`src/rtl/mem_streams_sched.sv`:
```
// mem_streams_sched: write framing and read-burst scheduler for the mem_streams
// FIFO bank. Incoming words are framed into SYM_LEN-word symbols and written at a
// free-running bank address; whole buffered symbols are released downstream as
// SYM_LEN-cycle read bursts separated by GAP_CYC idle cycles.
module mem_streams_sched #(
  parameter  int ADDR_WIDTH = 11,
  parameter  int SYM_LEN    = 396,
  parameter  int GAP_CYC    = 4,
  localparam int MAX_SYM    = (2 ** ADDR_WIDTH) / SYM_LEN,
  localparam int CW         = $clog2(MAX_SYM + 1)
) (
  input  logic                  i_clk,
  input  logic                  i_reset,
  input  logic                  i_in_vld,
  input  logic                  i_in_sop,
  input  logic                  i_rd_ready,
  output logic                  o_wr_wen,
  output logic [ADDR_WIDTH-1:0] o_wr_addr,
  output logic                  o_rd_ren,
  output logic                  o_rvalid,
  output logic                  o_sym_last,
  output logic [CW-1:0]         o_avail,
  output logic [CW-1:0]         o_occ,
  output logic                  o_overflow,
  output logic [15:0]           o_drop_cnt
);

  localparam int WCW = $clog2(SYM_LEN);
  localparam int RMX = (SYM_LEN > GAP_CYC) ? SYM_LEN : GAP_CYC;
  localparam int RCW = $clog2(RMX + 1);

  localparam logic [WCW-1:0] WLAST = WCW'(SYM_LEN - 1);
  localparam logic [RCW-1:0] RLAST = RCW'(SYM_LEN - 1);
  localparam logic [RCW-1:0] GLAST = RCW'((GAP_CYC > 0) ? GAP_CYC - 1 : 0);
  localparam logic [CW-1:0]  MAXC  = CW'(MAX_SYM);

  typedef enum logic [1:0] {
    S_IDLE = 2'd0,
    S_READ = 2'd1,
    S_GAP  = 2'd2
  } state_t;

  // Write-side state
  logic [WCW-1:0]        wcnt_q, wcnt_d;
  logic                  acc_q, acc_d;
  logic [ADDR_WIDTH-1:0] wr_ptr_q;
  logic                  wr_wen_q;
  logic [ADDR_WIDTH-1:0] wr_addr_q;
  logic                  overflow_q;
  logic [15:0]           drop_cnt_q;

  // Symbol bookkeeping
  logic [CW-1:0] avail_q, avail_d;
  logic [CW-1:0] occ_q, occ_d;

  // Read FSM
  state_t         state_q, state_d;
  logic [RCW-1:0] rcnt_q, rcnt_d;
  logic           rd_ren, sym_last, launch;

  logic word0, room, acc_now, wr_fire, last_word, commit, drop;

  // Framing: locate word 0, decide admission there, and flag the committing word.
  always_comb begin
    word0     = i_in_sop | (wcnt_q == '0);
    room      = (occ_q < MAXC);
    acc_now   = word0 ? room : acc_q;
    wr_fire   = i_in_vld & acc_now;
    last_word = ~i_in_sop & (wcnt_q == WLAST);
    commit    = wr_fire & last_word;
    drop      = i_in_vld & word0 & ~room;
    wcnt_d    = wcnt_q;
    acc_d     = acc_q;
    if (i_in_vld) begin
      if (i_in_sop)            wcnt_d = WCW'(1);
      else if (wcnt_q == WLAST) wcnt_d = '0;
      else                     wcnt_d = wcnt_q + WCW'(1);
      if (word0)               acc_d  = room;
    end
  end

  // Write-side registers: word counter, address pointer, bank write strobe, drop stats.
  always_ff @(posedge i_clk) begin
    if (i_reset) begin
      wcnt_q     <= '0;
      acc_q      <= 1'b0;
      wr_ptr_q   <= '0;
      wr_wen_q   <= 1'b0;
      wr_addr_q  <= '0;
      overflow_q <= 1'b0;
      drop_cnt_q <= '0;
    end else begin
      wcnt_q   <= wcnt_d;
      acc_q    <= acc_d;
      wr_wen_q <= wr_fire;
      if (wr_fire) begin
        wr_addr_q <= wr_ptr_q;
        wr_ptr_q  <= wr_ptr_q + ADDR_WIDTH'(1);
      end
      if (drop) begin
        overflow_q <= 1'b1;
        if (drop_cnt_q != 16'hFFFF) drop_cnt_q <= drop_cnt_q + 16'd1;
      end
    end
  end

  // Read FSM state register.
  always_ff @(posedge i_clk) begin
    if (i_reset) begin
      state_q <= S_IDLE;
      rcnt_q  <= '0;
    end else begin
      state_q <= state_d;
      rcnt_q  <= rcnt_d;
    end
  end

  // Read FSM next state; the cycle counter restarts on every state change.
  always_comb begin
    state_d = state_q;
    case (state_q)
      S_IDLE: if ((avail_q != '0) && i_rd_ready) state_d = S_READ;
      S_READ: if (rcnt_q == RLAST) state_d = (GAP_CYC == 0) ? S_IDLE : S_GAP;
      S_GAP:  if (rcnt_q == GLAST) state_d = S_IDLE;
      default: state_d = S_IDLE;
    endcase
    if ((state_d != state_q) || (state_q == S_IDLE)) rcnt_d = '0;
    else                                             rcnt_d = rcnt_q + RCW'(1);
  end

  // Read FSM outputs: burst window, last-cycle pulse and launch strobe.
  always_comb begin
    rd_ren   = (state_q == S_READ);
    sym_last = rd_ren & (rcnt_q == RLAST);
    launch   = (state_q == S_IDLE) & (avail_q != '0) & i_rd_ready;
  end

  // Symbol counters; a simultaneous increment and decrement cancel out.
  always_comb begin
    avail_d = avail_q;
    occ_d   = occ_q;
    if (commit && !launch)   avail_d = avail_q + CW'(1);
    if (!commit && launch)   avail_d = avail_q - CW'(1);
    if (commit && !sym_last) occ_d   = occ_q + CW'(1);
    if (!commit && sym_last) occ_d   = occ_q - CW'(1);
  end

  // Symbol counter registers.
  always_ff @(posedge i_clk) begin
    if (i_reset) begin
      avail_q <= '0;
      occ_q   <= '0;
    end else begin
      avail_q <= avail_d;
      occ_q   <= occ_d;
    end
  end

  assign o_wr_wen   = wr_wen_q;
  assign o_wr_addr  = wr_addr_q;
  assign o_rd_ren   = rd_ren;
  assign o_rvalid   = rd_ren;
  assign o_sym_last = sym_last;
  assign o_avail    = avail_q;
  assign o_occ      = occ_q;
  assign o_overflow = overflow_q;
  assign o_drop_cnt = drop_cnt_q;

endmodule

```
`config.mk`:
```
export PLATFORM = sky130hd
export DESIGN_NAME = mem_streams_sched
export DESIGN_NICKNAME = d
export VERILOG_FILES = /design/src/rtl/mem_streams_sched.sv
export SDC_FILE = /design/constraint.sdc
export NUM_CORES = 1
export LEC_CHECK = 0
export ABC_CLOCK_PERIOD_IN_PS = 4200
export CAP_MARGIN = 20
export CORE_ASPECT_RATIO = 0.5
export CORE_MARGIN = 4
export CORE_UTILIZATION = 30
export DETAILED_ROUTE_END_ITERATION = 12
export GPL_TIMING_DRIVEN = 0
export HOLD_SLACK_MARGIN = 0.08
export PLACE_DENSITY = 0.47
export SYNTH_ARGS = -nofsm -noshare
export SYNTH_HDL_FRONTEND = slang
export SYNTH_SLANG_ARGS = --single-unit
```
`constraint.sdc`:
```
create_clock -name i_clk -period 4.2 [get_ports i_clk]
set_clock_uncertainty 0.2 [all_clocks]
set_input_delay 0.42 -clock i_clk [delete_from_list [all_inputs] [get_ports i_clk]]
set_output_delay 0.42 -clock i_clk [all_outputs]
set_load 0.05 [all_outputs]
```
Yosys cells after proc, flatten, opt, wreduce, memory -nomap -nowiden
Cells that the tools add are included.
{"block": "op_classes", "reduce_logical": 16, "addsub": 8, "n_eq_ne": 7, "muxes": 11, "order_cmp": 1, "n_bitwise": 11}
{"operator": "adder 9 x 1 -> 9 bit (second input constant)", "n": 2}
{"operator": "equality test 9 bit (second input constant)", "n": 2}
{"operator": "two-way mux 9 bit", "n": 2}
{"operator": "adder 16 x 1 -> 16 bit (second input constant)", "n": 1}
{"operator": "!= test 16 bit (second input constant)", "n": 1}
{"operator": "two-way mux 3 bit", "n": 4}
{"operator": "adder 11 x 1 -> 11 bit (second input constant)", "n": 1}
{"operator": "equality test 9 x 2 -> 1 bit (second input constant)", "n": 1}
{"operator": "zero test 9 bit", "n": 1}
{"operator": "AND 1 bit", "n": 8}
{"operator": "adder 3 x 1 -> 3 bit (second input constant)", "n": 2}
{"operator": "two-way mux 2 bit", "n": 3}
{"operator": "case mux 2 bit (3 select lines)", "n": 1}
{"operator": "subtractor 3 x 1 -> 3 bit (second input constant)", "n": 2}
{"operator": "logical AND 1 bit", "n": 5}
{"operator": "nonzero test 2 bit", "n": 2}
{"operator": "zero test 1 bit", "n": 3}
{"operator": "less-than comparator 3 bit (second input constant)", "n": 1}
{"operator": "nonzero test 3 bit", "n": 1}
{"operator": "equality test 2 x 1 -> 1 bit (second input constant)", "n": 1}
{"operator": "equality test 2 bit (second input constant)", "n": 1}
{"operator": "zero test 2 bit", "n": 1}
{"operator": "!= test 2 bit", "n": 1}
{"operator": "NOT 1 bit", "n": 2}
{"operator": "5 further kinds", "n": 5}
{"block": "totals", "regBits": 67, "wordCells": 65, "input_bits": 5, "output_inout_bits": 38}

Depth between registers and ports, before layout
{"block": "logic_depth", "ltp_word": 8, "mapped_depth": 13}

Worst setup path before layout
Ideal clock, no wire load.
{"block": "synth_timing", "path_type": "register -> register", "from": "reg rcnt_q[0]", "to": "reg occ_q[2], in the netlist o_occ[2]", "t_required_ns": 3.930, "t_arrival_ns": 3.493, "n_path_buf": 1, "synth_period_minus_slack_ns": 3.763, "stages_incl_launch_ff": 11, "setup_slack_ns": 0.437, "cell_sequence": "dfxtp_1 -> ha_1 -> clkbuf_1 -> nand4_1 -> nor3b_1 -> ha_1 -> inv_1 -> fa_1 -> xor2_1 -> or3_1 -> a21oi_1"}
{"block": "synth_via", "elab_chain_cells": 5}
{"item": "from (decl)", "line_no": "58", "source": "logic [RCW-1:0] rcnt_q, rcnt_d;"}
{"item": "from (signal assigned)", "line_no": "114", "source": "rcnt_q <= rcnt_d;"}
{"item": "equality test 9 bit *", "line_no": "134", "source": "sym_last = rd_ren & (rcnt_q == RLAST);"}
{"item": "AND 1 bit *", "line_no": "134"}
{"item": "via o_sym_last", "line_no": "21", "source": "output logic o_sym_last,"}
{"item": "zero test 1 bit", "line_no": "144", "source": "if (commit && !sym_last) occ_d = occ_q + CW'(1);"}
{"item": "logical AND 1 bit", "line_no": "144"}
{"item": "nonzero test 2 bit (no source line)"}
{"item": "to (signal assigned)", "line_no": "152", "source": "occ_q <= '0;"}
{"item": "to (signal assigned)", "line_no": "155", "source": "occ_q <= occ_d;"}
{"item": "to (decl)", "line_no": "54", "source": "logic [CW-1:0] occ_q, occ_d;"}
Mark *: on every way through the listed nets, which the timed path passes. The rest lies on a longest branch.
A chain may end at the register's enable or synchronous reset.

Worst setup path in the final report
{"block": "layout_timing", "from": "reg wcnt_q[0]", "to": "reg avail_q[2], in the netlist o_avail[2]"}
{"block": "layout_via", "elab_chain_cells": 8}
{"item": "from (decl)", "line_no": "44", "source": "logic [WCW-1:0] wcnt_q, wcnt_d;"}
{"item": "from (signal assigned)", "line_no": "93", "source": "wcnt_q <= wcnt_d;"}
{"item": "zero test 9 bit", "line_no": "65", "source": "word0 = i_in_sop | (wcnt_q == '0);"}
{"item": "bitwise OR 1 bit", "line_no": "65"}
{"item": "two-way mux 1 bit"}
{"item": "AND 1 bit", "line_no": "68", "source": "wr_fire = i_in_vld & acc_now;"}
{"item": "AND 1 bit *", "line_no": "70", "source": "commit = wr_fire & last_word;"}
{"item": "zero test 1 bit", "line_no": "143", "source": "if (!commit && launch) avail_d = avail_q - CW'(1);"}
{"item": "logical AND 1 bit", "line_no": "143"}
{"item": "two-way mux 3 bit / nonzero test 2 bit (equally long branches)"}
{"item": "to (signal assigned)", "line_no": "154", "source": "avail_q <= avail_d;"}
{"item": "to (decl)", "line_no": "53", "source": "logic [CW-1:0] avail_q, avail_d;"}
Every way passes the cells marked *; elsewhere a longest branch is shown, timed or not.

==> results.cfg <==
[layout]
drive_gt1_frac = 0.07371
fill_cells = 990
regArea_um2 = 1341
antennaDiodeCount = 0
stdcell_count = 542
multiInputGateArea_um2 = 1607
area_growth_pct = 28.88
finish.utilization = 0.4066
fin_area_um2 = 3943
num-nets-final = 417

[logic_synthesis]
synth_ff_type = dfxtp_1
synth_top_area_frac = 0.4384
synthCells = 352
synth_top_cell_by_area = dfxtp_1
synthArstFlopShare = 0
ys_seq_elements = 67
syn_nets = 366
yosysWarnings = 0
syn_area_per_cell_um2 = 8.691
synth.distinct_cells = 45
synthTopCellsByArea = dfxtp_1 (44%), nor2_1 (6.5%), a21oi_1 (4.9%)
ys_seq_area_frac = 0.4384
synth.cell_area_um2 = 3059
synth_edf_count = 0

[timing]
maxSlewViolCount = 0
worst_hold_slack_ns = 0.2613
finalCriticalPeriod_ns = 3.812
max_slew_margin = 0.6190
setup_viol_count_final = 0
finalSetupTns_ns = 0
rsz0062_at_grt = false
hold_viol = 0
tightestPinTransition_ns = 0.5662
fmax_mhz = 262.3
fin_crit_sh = 0.9076

[power_and_ir_drop]
powerDensity_nw_per_um2 = 379.1
p_leak_nw = 1.327
peakVddDrop_v = 0.0002109

[grt]
grt-ovfl-total = 0
grt_usage = 0.1286
antenna_found_initial = 0
grt_pass1_wl_mm = 12.04
grt_max_degree = 11
grt_pass1_vias = 2465

[clocking]
clk_path_buf_depth = 2
clock_latency_ns = 0.33
clock-sinks = 67
post_cts_resized = 0
cts_hold_buf = 0
postCtsSetupBuffers = 0
cts.htree.levels = 3
cts_tree = yes
clk_pin_slew_ns = 0.05
root_buffer = clkbuf_16
cts_buffers = 9

[worst_setup_path]
cp-start-kind = flip-flop
rrSetupSlack_ns = 0.39
timing.rr.start = wcnt_q[0]
critPathKind = reg -> reg
crit_arrival_ns = 3.87
required_ns = 4.26
reg2reg_to = o_avail[2]
path_max_fanout = 10
crit_path_end_kind = flip-flop
rr_worst_depth = 13

[routing]
vias = 2642
drt-initial-drc-count = 107
ant_nets = 0
wl_per_cell_um = 13.47
via_per_inst = 4.875
wirelength_mm = 7.299
drc = 0
first_pass_iters = 4

[status]
status = complete, no violations

[run]
drv_cap = 0

[die]
rows = 25
die-area_um2 = 11980
start_util = 0.3155
core_um2 = 9697
pin_count = 43
fp.dieW_um = 150.8
chipHeight_um = 79.41

[place]
gp_routability_congestion = 0.7798
port_buffers = 40
dp_cells = 527
placed_cell_area_um2 = 3628
post-dp-hpwl_mm = 5.347

[min_path]
min_from = acc_q
hp-class = reg -> reg
hold_path_depth = 2
holdPathEnd = acc_q
worst max-delay path by stage:
stage                   start    endpoint  slack [ns]
detailed placement  wcnt_q[0]  o_avail[2]        0.39
floorplan           rcnt_q[0]    o_occ[2]        0.44
CTS                 wcnt_q[0]    o_occ[2]        0.37
global route        wcnt_q[0]    o_occ[2]        0.11
finish              wcnt_q[0]  o_avail[2]        0.39
global placement    wcnt_q[0]  o_avail[2]        0.47
state kept, by name, summed over array words and instances (netlist names):
register,cells
o_wr_addr,11
o_wr_wen,1
o_drop_cnt,16
acc_q,1
state_q,2
rcnt_q,9
o_overflow,1
o_occ,3
o_avail,3
wcnt_q,9
wr_ptr_q,11
cell families (layout without fill, tap and decap cells):
kind of cell,after synthesis,after routing,share of synthesized area
AO/OA/AOI/OAI,66,66,0.1292
XOR/XNOR,20,20,0.05726
buffers and inverters,26,81,0.03640
adder cells (fa/ha/maj),9,9,0.04172
multiplexers,13,13,0.04295
AND/OR/NAND/NOR,151,151,0.2540
flip-flops,67,67,0.4384
report_power, final:
group	switching, W	internal (W)	leakage [nW]
sequential	0.00000581	0.000642	0.541
clock	0.000266	0.000521	0.155
combinational	0.0000381	0.0000210	0.632
total	0.000310	0.00118	1.33
metal layers:
metal,part of all wire,wire length [um],GRT usage
met1,0.50,3664,0.1662
met2,0.45,3255,0.2005
met3,0.042,303,0.04481
met4,0.010,75,0.04340
met5,0,0,0
final cells by class:
class                   count  share of cell area
plain buffers              14             0.01682
clock buffers              14             0.07204
clock inverters             1            0.007617
inverters                  12             0.01142
multi-input cells         259              0.4075
flip-flops and latches     67              0.3402
well taps                 135             0.04284
repair buffers             40              0.1016
critical path, cell delays in order, from the launching register on:
cell and delay, ns:
dfxtp_1 0.35, inv_1 0.07, ha_1 0.14, or4b_4 0.47, o21ai_0 0.24, o211ai_1 0.29, buf_2 0.29, or4_2 0.66
ha_1 0.26, inv_1 0.08, fa_1 0.17, xor2_1 0.07, or3_1 0.30, a21oi_1 0.14
placed cells by master, fill, tap and decap left out, types with 7 or more instances in the layout:
master,Yosys,final
a21oi_1,30,30
clkbuf_16,0,9
xor2_1,16,16
or3_1,15,15
o21ai_0,19,19
mux2i_1,12,12
ha_1,7,7
clkdlybuf4s50_1,0,40
nand3_1,15,15
inv_1,12,12
nor2_1,53,53
clkbuf_1,8,9
nand4_1,12,12
nand2_1,20,20
dfxtp_1,67,67
synthesized netlist by cell type, types with 2 or more instances:
cell,number
dfxtp_1,67
nor2_1,53
a21oi_1,30
nand2_1,20
o21ai_0,19
xor2_1,16
nand3_1,15
or3_1,15
inv_1,12
mux2i_1,12
nand4_1,12
clkbuf_1,8
ha_1,7
o31ai_1,6
or4_1,6
nor3_1,5
nor4_1,5
xnor2_1,4
and2_1,3
and3_1,3
buf_4,3
nor2b_1,3
and4_1,2
buf_2,2
fa_1,2
o21ba_2,2
or4_4,2
stage by stage:
step / setup slack (ns) / power, W
finish: 0.3881 / 0.001494
global route: 0.1086 / 0.001545
CTS: 0.3668 / 0.001514
detailed placement: 0.3861 / 0.0007217
global placement: 0.4716 / 0.0007205
floorplan: 0.4372 / 0.0007015
(Power assumes the default switching activity.)
